===== config.mk =====
export PLATFORM = sky130hd
export DESIGN_NAME = dual_issue_ctrl
export DESIGN_NICKNAME = d
export VERILOG_FILES = /design/src/rtl/dual_issue_ctrl.sv
export SDC_FILE = /design/constraint.sdc
export NUM_CORES = 1
export LEC_CHECK = 0
export CAP_MARGIN = 10
export CORE_MARGIN = 5
export CORE_UTILIZATION = 52
export CTS_CLUSTER_SIZE = 25
export DETAILED_ROUTE_END_ITERATION = 8
export PLACE_DENSITY_LB_ADDON = 0.05
export REMOVE_ABC_BUFFERS = 1
export SETUP_SLACK_MARGIN = 0.15
export SLEW_MARGIN = 20
export SYNTH_ARGS = -nofsm -noshare
export SYNTH_HDL_FRONTEND = slang
export SYNTH_SLANG_ARGS = --single-unit

===== constraint.sdc =====
create_clock -name clk_i -period 5.3 [get_ports clk_i]
set_input_delay 0.53 -clock clk_i [delete_from_list [all_inputs] [get_ports clk_i]]
set_output_delay 0.53 -clock clk_i [all_outputs]
set_load 0.02 [all_outputs]

===== src/rtl/dual_issue_ctrl.sv =====
// Two-lane decode/issue stage: decodes a fetched pair, detects intra-pair hazards and issues the
// pair together or split over two cycles through a single registered valid/ready output stage.
module dual_issue_ctrl #(
    parameter int unsigned ALUOP_W   = 6,
    parameter int unsigned MEM_PORTS = 1,
    parameter int unsigned BR_LANE1  = 0,
    parameter int unsigned CNT_W     = 16
) (
    input  logic                   clk_i,
    input  logic                   rst_ni,
    input  logic                   flush_i,
    input  logic                   in_valid_i,
    output logic                   in_ready_o,
    input  logic [31:0]            in_instr0_i,
    input  logic [31:0]            in_instr1_i,
    input  logic [31:0]            in_pc_i,
    output logic [1:0]             out_valid_o,
    input  logic                   out_ready_i,
    output logic [63:0]            out_pc_o,
    output logic [63:0]            out_instr_o,
    output logic [3:0]             regdst_o,
    output logic [3:0]             jmp_o,
    output logic [3:0]             alusrc1_o,
    output logic [1:0]             datac_o,
    output logic [1:0]             regwrite_o,
    output logic [1:0]             alusrc_o,
    output logic [1:0]             branch_o,
    output logic [1:0]             bne_o,
    output logic [1:0]             memread_o,
    output logic [1:0]             memwrite_o,
    output logic [1:0]             memtoreg_o,
    output logic [2*ALUOP_W-1:0]   aluop_o,
    output logic [CNT_W-1:0]       split_cnt_o
);

    localparam logic [5:0] OpRtype = 6'h00;
    localparam logic [5:0] OpJ     = 6'h02;
    localparam logic [5:0] OpJal   = 6'h03;
    localparam logic [5:0] OpBeq   = 6'h04;
    localparam logic [5:0] OpBne   = 6'h05;
    localparam logic [5:0] OpAddi  = 6'h08;
    localparam logic [5:0] OpAddiu = 6'h09;
    localparam logic [5:0] OpSlti  = 6'h0A;
    localparam logic [5:0] OpSltiu = 6'h0B;
    localparam logic [5:0] OpAndi  = 6'h0C;
    localparam logic [5:0] OpOri   = 6'h0D;
    localparam logic [5:0] OpXori  = 6'h0E;
    localparam logic [5:0] OpLui   = 6'h0F;
    localparam logic [5:0] OpLw    = 6'h23;
    localparam logic [5:0] OpSw    = 6'h2B;

    localparam logic [5:0] FnSll  = 6'h00;
    localparam logic [5:0] FnSrl  = 6'h02;
    localparam logic [5:0] FnSllv = 6'h04;
    localparam logic [5:0] FnSrlv = 6'h06;
    localparam logic [5:0] FnJr   = 6'h08;
    localparam logic [5:0] FnJalr = 6'h09;
    localparam logic [5:0] FnAdd  = 6'h20;
    localparam logic [5:0] FnAddu = 6'h21;
    localparam logic [5:0] FnSub  = 6'h22;
    localparam logic [5:0] FnAnd  = 6'h24;
    localparam logic [5:0] FnOr   = 6'h25;
    localparam logic [5:0] FnXor  = 6'h26;
    localparam logic [5:0] FnSlt  = 6'h2A;
    localparam logic [5:0] FnSltu = 6'h2B;

    typedef struct packed {
        logic [1:0]         regdst;
        logic [1:0]         jmp;
        logic [1:0]         alusrc1;
        logic               datac;
        logic               regwrite;
        logic               alusrc;
        logic               branch;
        logic               bne;
        logic               memread;
        logic               memwrite;
        logic               memtoreg;
        logic [ALUOP_W-1:0] aluop;
    } ctrl_t;

    typedef enum logic {StPair, StSecond} state_e;

    function automatic ctrl_t decode(input logic [31:0] ins);
        ctrl_t c;
        c = '0;
        case (ins[31:26])
            OpRtype: begin
                case (ins[5:0])
                    FnJr: c.jmp = 2'b10;
                    FnJalr: begin
                        c.jmp      = 2'b10;
                        c.regdst   = 2'b10;
                        c.datac    = 1'b1;
                        c.regwrite = 1'b1;
                    end
                    default: begin
                        c.regdst   = 2'b01;
                        c.regwrite = 1'b1;
                        c.aluop    = ALUOP_W'(ins[5:0]);
                        // Shift-by-shamt reuses the variable-shift ALU op with shamt as source 1
                        if (ins[5:0] == FnSll) begin
                            c.aluop   = ALUOP_W'(FnSllv);
                            c.alusrc1 = 2'b01;
                        end else if (ins[5:0] == FnSrl) begin
                            c.aluop   = ALUOP_W'(FnSrlv);
                            c.alusrc1 = 2'b01;
                        end
                    end
                endcase
            end
            OpAddi:  begin c.regwrite = 1'b1; c.alusrc = 1'b1; c.aluop = ALUOP_W'(FnAdd);  end
            OpAddiu: begin c.regwrite = 1'b1; c.alusrc = 1'b1; c.aluop = ALUOP_W'(FnAddu); end
            OpAndi:  begin c.regwrite = 1'b1; c.alusrc = 1'b1; c.aluop = ALUOP_W'(FnAnd);  end
            OpOri:   begin c.regwrite = 1'b1; c.alusrc = 1'b1; c.aluop = ALUOP_W'(FnOr);   end
            OpXori:  begin c.regwrite = 1'b1; c.alusrc = 1'b1; c.aluop = ALUOP_W'(FnXor);  end
            OpSlti:  begin c.regwrite = 1'b1; c.alusrc = 1'b1; c.aluop = ALUOP_W'(FnSlt);  end
            OpSltiu: begin c.regwrite = 1'b1; c.alusrc = 1'b1; c.aluop = ALUOP_W'(FnSltu); end
            OpLui: begin
                c.regwrite = 1'b1;
                c.alusrc   = 1'b1;
                c.alusrc1  = 2'b10;
                c.aluop    = ALUOP_W'(FnSllv);
            end
            OpLw: begin
                c.regwrite = 1'b1;
                c.alusrc   = 1'b1;
                c.memread  = 1'b1;
                c.memtoreg = 1'b1;
                c.aluop    = ALUOP_W'(FnAdd);
            end
            OpSw: begin
                c.alusrc   = 1'b1;
                c.memwrite = 1'b1;
                c.aluop    = ALUOP_W'(FnAdd);
            end
            OpBeq: begin c.branch = 1'b1; c.aluop = ALUOP_W'(FnSub); end
            OpBne: begin c.branch = 1'b1; c.bne = 1'b1; c.aluop = ALUOP_W'(FnSub); end
            OpJ:   c.jmp = 2'b01;
            OpJal: begin
                c.jmp      = 2'b01;
                c.regdst   = 2'b10;
                c.datac    = 1'b1;
                c.regwrite = 1'b1;
            end
            default: c = '0;
        endcase
        return c;
    endfunction

    // Register written by an instruction; 0 means no architectural write
    function automatic logic [4:0] dest_of(input logic [31:0] ins, input ctrl_t c);
        logic [4:0] d;
        if (c.regdst == 2'b01)      d = ins[15:11];
        else if (c.regdst == 2'b10) d = 5'd31;
        else                        d = ins[20:16];
        return c.regwrite ? d : 5'd0;
    endfunction

    function automatic logic reads_rs(input logic [31:0] ins);
        logic [5:0] op;
        logic       shamt_shift;
        op          = ins[31:26];
        shamt_shift = (op == OpRtype) && ((ins[5:0] == FnSll) || (ins[5:0] == FnSrl));
        return !((op == OpJ) || (op == OpJal) || (op == OpLui) || shamt_shift);
    endfunction

    function automatic logic reads_rt(input logic [31:0] ins);
        logic [5:0] op;
        op = ins[31:26];
        return (op == OpRtype) || (op == OpBeq) || (op == OpBne) || (op == OpSw);
    endfunction

    state_e           state_q, state_d;
    logic [1:0]       out_valid_q, out_valid_d;
    logic [63:0]      out_instr_q, out_instr_d;
    logic [63:0]      out_pc_q, out_pc_d;
    logic [31:0]      hold_instr_q, hold_instr_d;
    logic [31:0]      hold_pc_q, hold_pc_d;
    logic [CNT_W-1:0] split_cnt_q, split_cnt_d;

    ctrl_t      in_dec0, in_dec1, out_dec0, out_dec1;
    logic [4:0] dest0, dest1;
    logic       raw_hzd, waw_hzd, mem_hzd, ctl_hzd, split;
    logic       advance, accept;

    // Intra-pair hazard detection on the incoming fetch pair
    always_comb begin
        in_dec0 = decode(in_instr0_i);
        in_dec1 = decode(in_instr1_i);
        dest0   = dest_of(in_instr0_i, in_dec0);
        dest1   = dest_of(in_instr1_i, in_dec1);
        raw_hzd = (dest0 != 5'd0) &&
                  ((reads_rs(in_instr1_i) && (in_instr1_i[25:21] == dest0)) ||
                   (reads_rt(in_instr1_i) && (in_instr1_i[20:16] == dest0)));
        waw_hzd = (dest0 != 5'd0) && (dest1 == dest0);
        mem_hzd = (MEM_PORTS == 1) && (in_dec0.memread || in_dec0.memwrite) &&
                  (in_dec1.memread || in_dec1.memwrite);
        ctl_hzd = in_dec0.branch || (in_dec0.jmp != 2'b00) ||
                  ((BR_LANE1 == 0) && (in_dec1.branch || (in_dec1.jmp != 2'b00)));
        split   = raw_hzd || waw_hzd || mem_hzd || ctl_hzd;
    end

    // Issue FSM and output-stage next state; flush overrides everything
    always_comb begin
        advance      = out_ready_i || (out_valid_q == 2'b00);
        in_ready_o   = rst_ni && !flush_i && (state_q == StPair) && advance;
        accept       = in_valid_i && in_ready_o;
        state_d      = state_q;
        out_valid_d  = out_valid_q;
        out_instr_d  = out_instr_q;
        out_pc_d     = out_pc_q;
        hold_instr_d = hold_instr_q;
        hold_pc_d    = hold_pc_q;
        split_cnt_d  = split_cnt_q;
        if (flush_i) begin
            state_d      = StPair;
            out_valid_d  = 2'b00;
            out_instr_d  = '0;
            out_pc_d     = '0;
            hold_instr_d = '0;
            hold_pc_d    = '0;
        end else if (advance) begin
            case (state_q)
                StPair: begin
                    if (accept && split) begin
                        out_valid_d  = 2'b01;
                        out_instr_d  = {32'd0, in_instr0_i};
                        out_pc_d     = {32'd0, in_pc_i};
                        hold_instr_d = in_instr1_i;
                        hold_pc_d    = in_pc_i + 32'd4;
                        state_d      = StSecond;
                        if (split_cnt_q != {CNT_W{1'b1}}) begin
                            split_cnt_d = split_cnt_q + CNT_W'(1);
                        end
                    end else if (accept) begin
                        out_valid_d = 2'b11;
                        out_instr_d = {in_instr1_i, in_instr0_i};
                        out_pc_d    = {in_pc_i + 32'd4, in_pc_i};
                    end else begin
                        out_valid_d = 2'b00;
                        out_instr_d = '0;
                        out_pc_d    = '0;
                    end
                end
                StSecond: begin
                    out_valid_d  = 2'b01;
                    out_instr_d  = {32'd0, hold_instr_q};
                    out_pc_d     = {32'd0, hold_pc_q};
                    hold_instr_d = '0;
                    hold_pc_d    = '0;
                    state_d      = StPair;
                end
                default: state_d = StPair;
            endcase
        end
    end

    // State and output registers
    always_ff @(posedge clk_i or negedge rst_ni) begin
        if (!rst_ni) begin
            state_q      <= StPair;
            out_valid_q  <= 2'b00;
            out_instr_q  <= '0;
            out_pc_q     <= '0;
            hold_instr_q <= '0;
            hold_pc_q    <= '0;
            split_cnt_q  <= '0;
        end else begin
            state_q      <= state_d;
            out_valid_q  <= out_valid_d;
            out_instr_q  <= out_instr_d;
            out_pc_q     <= out_pc_d;
            hold_instr_q <= hold_instr_d;
            hold_pc_q    <= hold_pc_d;
            split_cnt_q  <= split_cnt_d;
        end
    end

    // Decode the registered instructions; a lane that is not valid drives all-zero controls
    always_comb begin
        out_dec0 = out_valid_q[0] ? decode(out_instr_q[31:0]) : '0;
        out_dec1 = out_valid_q[1] ? decode(out_instr_q[63:32]) : '0;
    end

    assign out_valid_o = out_valid_q;
    assign out_pc_o    = out_pc_q;
    assign out_instr_o = out_instr_q;
    assign split_cnt_o = split_cnt_q;
    assign regdst_o    = {out_dec1.regdst, out_dec0.regdst};
    assign jmp_o       = {out_dec1.jmp, out_dec0.jmp};
    assign alusrc1_o   = {out_dec1.alusrc1, out_dec0.alusrc1};
    assign datac_o     = {out_dec1.datac, out_dec0.datac};
    assign regwrite_o  = {out_dec1.regwrite, out_dec0.regwrite};
    assign alusrc_o    = {out_dec1.alusrc, out_dec0.alusrc};
    assign branch_o    = {out_dec1.branch, out_dec0.branch};
    assign bne_o       = {out_dec1.bne, out_dec0.bne};
    assign memread_o   = {out_dec1.memread, out_dec0.memread};
    assign memwrite_o  = {out_dec1.memwrite, out_dec0.memwrite};
    assign memtoreg_o  = {out_dec1.memtoreg, out_dec0.memtoreg};
    assign aluop_o     = {out_dec1.aluop, out_dec0.aluop};

endmodule


==> results.ini <==
[clocking]
cts_max_level=1
clkTransAtPathRegs_ns=0.06
clk_latency_ns=0.53
clockBufferDepth=3
cts_tree=built
numCtsBuffers=24
cts_post_setup_buffers_inserted=0
cts.root.buffer_cell=clkbuf_16
clock-sinks=211

[detailed_routing]
detail-route-antenna-nets=0
detail_route.wirelength_mm=33.5
drtIter0Drc=670
routed_via_count=9637
post_drt_wl_per_cell_microns=21.7
vias_per_cell=6.25
drt_first_pass_iters=7
detail_route.drc_violations=0

[global_routing]
grt.total_usage_pct=28.8
grt.overflow.total=0
grt_pass1_vias=9497
grt_first_pass_wirelength_mm=52.6
initial_antenna_violation_count=0
grt_max_degree=80

[timing]
fin_worst_skew_ns=0.0121
min_period_over_period_pct=75.1
slew_violations=0
report.final.hold_viol_count=0
fmaxAchievable_mhz=251
worstMarginPinSlew_ns=0.975
headroom_to_the_max_slew_limit_pct=35.0
rsz0062_at_grt=no
setup_violations=0
timing.final.ws_setup_ns=1.32
final.setup.tns_ns=0
finalCriticalPeriod_ns=3.98

[cells_and_area]
final_util_pct=72.7
layout-area-overhead-vs-synth_pct=36.8
multiInputGateArea_sq_mm=0.00471
antenna_cells_inserted=0
final_layout_size_suffix_gt1_share_pct=6.35
final-seq-area_sq_mm=0.00528
design.final.nets=1362
layout.filler_cells=1463

[floorplanning]
io_pins=288
chipHeight_microns=151
start_util_pct=53.1
coreArea_sq_mm=0.0196
row_count=51
die_width_microns=151
die_area_sq_mm=0.0229

[critical_path]
timing.critical_path.mode_cell=xnor2_1
worstSetupEndpointType=register
critPathArrivalTime_ns=4.37
cp_cell_sequence=clkdlybuf4s50_1 -> or4_4 -> or3_1 -> o22ai_1 -> nand2_1 -> xnor2_1 -> nor3_1 -> nand3b_1 -> a31oi_4 -> buf_4 -> nand3_1 -> xnor2_1
critPathMaxStageDelay_ns=0.59
cpMaxStageDelayCell=or4_4
r2r_slack_ns=2.57
path_class=input pin to register
path_max_fanout=42
critPathLaunchType=input pin
cp_data_required_time_ns=5.69

[yosys]
synth.cell_area_sq_mm=0.0104
edff_count_synth=0
avg_synthesized_cell_area_sq_um=10.3
synth-warning-count=0
synth_cell_types=70
ys_async_sr_fraction_pct=100
synthFlopType=dfrtp_1
postSynthRegisterBits=211
yosysSeqAreaShare_pct=50.8
synthCells=1009

[power_and_ir_drop]
static-leakage-power_nw=6.06
pwr_density_cell_mw_per_mm2=294
irDropWorstVdd_mv=0.204
p_switching_w=0.00115
intPower_w=0.00304
clock_power_share_pct=41.0
power.switching_fraction_pct=27.4
p_seq_share_pct=42.0
p_comb_share_pct=17.0

[placed_design]
gp_congestion=0.921
port-buffer-count=287
post-dp-hpwl_mm=22.4
dpl_worst_slack_ns=0.872

[job]
total_of_max_cap_violations=0

[status]
outcome=finished clean

[hold_path]
worst_hold_path_type=register to register

==> cell type report <==
type                            instances  share of cell area [%]
Timing Repair Buffer                  304                    21.2
Clock inverter                          9                    1.08
Sequential cell                       211                    37.1
Clock buffer                           34                    4.76
Inverter                               18                   0.475
Multi-Input combinational cell        700                    33.1
Tap cell                              265                    2.33
==> flip-flops by register name, summed over array words and instances (netlist names) <==
name          count
out_pc_o         64
split_cnt_o      16
out_valid_o       2
out_instr_o      64
hold_pc_q        32
state_q           1
hold_instr_q     32
==> worst max-delay path: cells and delay by family <==
family / cells / cell delay, ns
AND/OR/NAND/NOR: 6 / 1.89
buffers and inverters: 2 / 0.99
AO/OA/AOI/OAI: 2 / 0.62
XOR/XNOR: 2 / 0.33
==> cells in the mapped netlist (3+ instances only) <==
cell / count / area share (%)
dfrtp_1: 211 / 51
a22o_1: 128 / 11
nor2_1: 108 / 3.9
nor3_1: 76 / 3.7
a221oi_1: 64 / 5.4
clkbuf_1: 57 / 2.1
nand2_1: 43 / 1.6
xnor2_1: 36 / 3.0
nand3_1: 32 / 1.5
a21oi_1: 20 / 0.96
and3_1: 19 / 1.1
inv_1: 18 / 0.65
o21ai_0: 13 / 0.63
xor2_1: 13 / 1.1
buf_2: 11 / 0.53
nand4_1: 11 / 0.66
nor4_1: 11 / 0.66
and2_1: 10 / 0.60
a21boi_0: 8 / 0.58
nand2b_1: 7 / 0.42
or3_1: 7 / 0.42
buf_6: 6 / 0.65
nor2b_1: 6 / 0.36
o221ai_1: 5 / 0.42
a211oi_1: 4 / 0.29
a21o_1: 4 / 0.29
a32oi_1: 4 / 0.34
buf_4: 4 / 0.29
nor3b_1: 4 / 0.29
o211ai_1: 4 / 0.29
a31oi_1: 3 / 0.18
and4_1: 3 / 0.25
mux2_2: 3 / 0.32
o21a_1: 3 / 0.22
o221a_2: 3 / 0.32
o31ai_1: 3 / 0.22
==> metrics by stage <==
step	power (W)	hold slack, ns	cells	instance area, sq um
2_1_floorplan	0.00211	0.234	929	10000
3_3_place_gp	0.00248	0.475	1497	13400
3_5_place_dp	0.00249	0.477	1497	13400
4_1_cts	0.00421	0.498	1541	14200
5_1_grt	0.00435	0.511	1541	14200
6_report	0.00419	0.493	1541	14200
==> path summary, 6_finish.rpt <==
path                                                     to                  startpoint  depth (start not counted)
worst max-delay path            split_cnt_o[13]$_DFFE_PN0P_             in_instr0_i[28]                         12
worst min-delay path             split_cnt_o[9]$_DFFE_PN0P_  split_cnt_o[9]$_DFFE_PN0P_                          1
worst max register to register  out_instr_o[43]$_DFFE_PN0P_  out_valid_o[1]$_DFFE_PN0P_                          6
worst min register to register   split_cnt_o[9]$_DFFE_PN0P_  split_cnt_o[9]$_DFFE_PN0P_                          1
max in group asynchronous               state_q$_DFFE_PN0P_                      rst_ni                          3
min in group asynchronous          out_pc_o[37]$_DFFE_PN0P_                      rst_ni                          2
==> kinds of logic after synthesis <==
group                      after synthesis  synth area share [%]
and+or+nand+nor                        354                  16.9
AOI/OAI and AO/OA                      291                  23.3
DFF                                    211                  50.8
buffers and inverters                   98                  4.25
xor gates and xnor gates                49                  4.13
muxes                                    4                 0.433
adders and majority gates                2                 0.240
==> power by group through the flow <==
stage                     Sequential (W)  Combinational, W  Clock, W
after floorplan                  0.00184          0.000266         0
after detailed placement         0.00178          0.000710         0
after CTS                        0.00176          0.000714   0.00174
final                            0.00176          0.000713   0.00172
after global routing             0.00177          0.000770   0.00181
after global placement           0.00178          0.000701         0
==> layer usage <==
metal / global-route usage, % / wire length [microns] / vias to the layer above
li1: - / - / 4334
met1: 40.4 / 14100 / 4810
met2: 46.3 / 15700 / 444
met3: 6.46 / 3110 / 49
met4: 6.30 / 603 / 0
met5: 0 / 0 / -
==> placed cells by master, fill, tap and decap left out, types with 5 or more instances in the layout <==
| master | synthesis | layout |
|---|---|---|
| clkdlybuf4s50_1 | 0 | 285 |
| o21ai_0 | 13 | 13 |
| nand3_1 | 32 | 32 |
| nand2b_1 | 7 | 7 |
| nand4_1 | 11 | 11 |
| and3_1 | 19 | 19 |
| xor2_1 | 13 | 13 |
| buf_4 | 4 | 15 |
| o221ai_1 | 5 | 5 |
| a21boi_0 | 8 | 8 |
| nor2_1 | 108 | 106 |
| nand2_1 | 43 | 43 |
| a21oi_1 | 20 | 20 |
| a221oi_1 | 64 | 64 |
| inv_1 | 18 | 18 |
| or3_1 | 7 | 7 |
| xnor2_1 | 36 | 36 |
| clkbuf_16 | 0 | 24 |
| nor3_1 | 76 | 76 |
| nor2b_1 | 6 | 6 |
| clkbuf_1 | 57 | 6 |
| and2_1 | 10 | 9 |
| dfrtp_1 | 211 | 210 |
| a22o_1 | 128 | 128 |
| nor4_1 | 11 | 11 |
==> repair_timing <==
item | 4_1_cts | 5_1_grt
gates resized for setup | 0 | 0
hold endpoints to repair | 64 | 0
hold buffers | 1 | 0
Note: power is estimated with default switching activity, not from simulation.
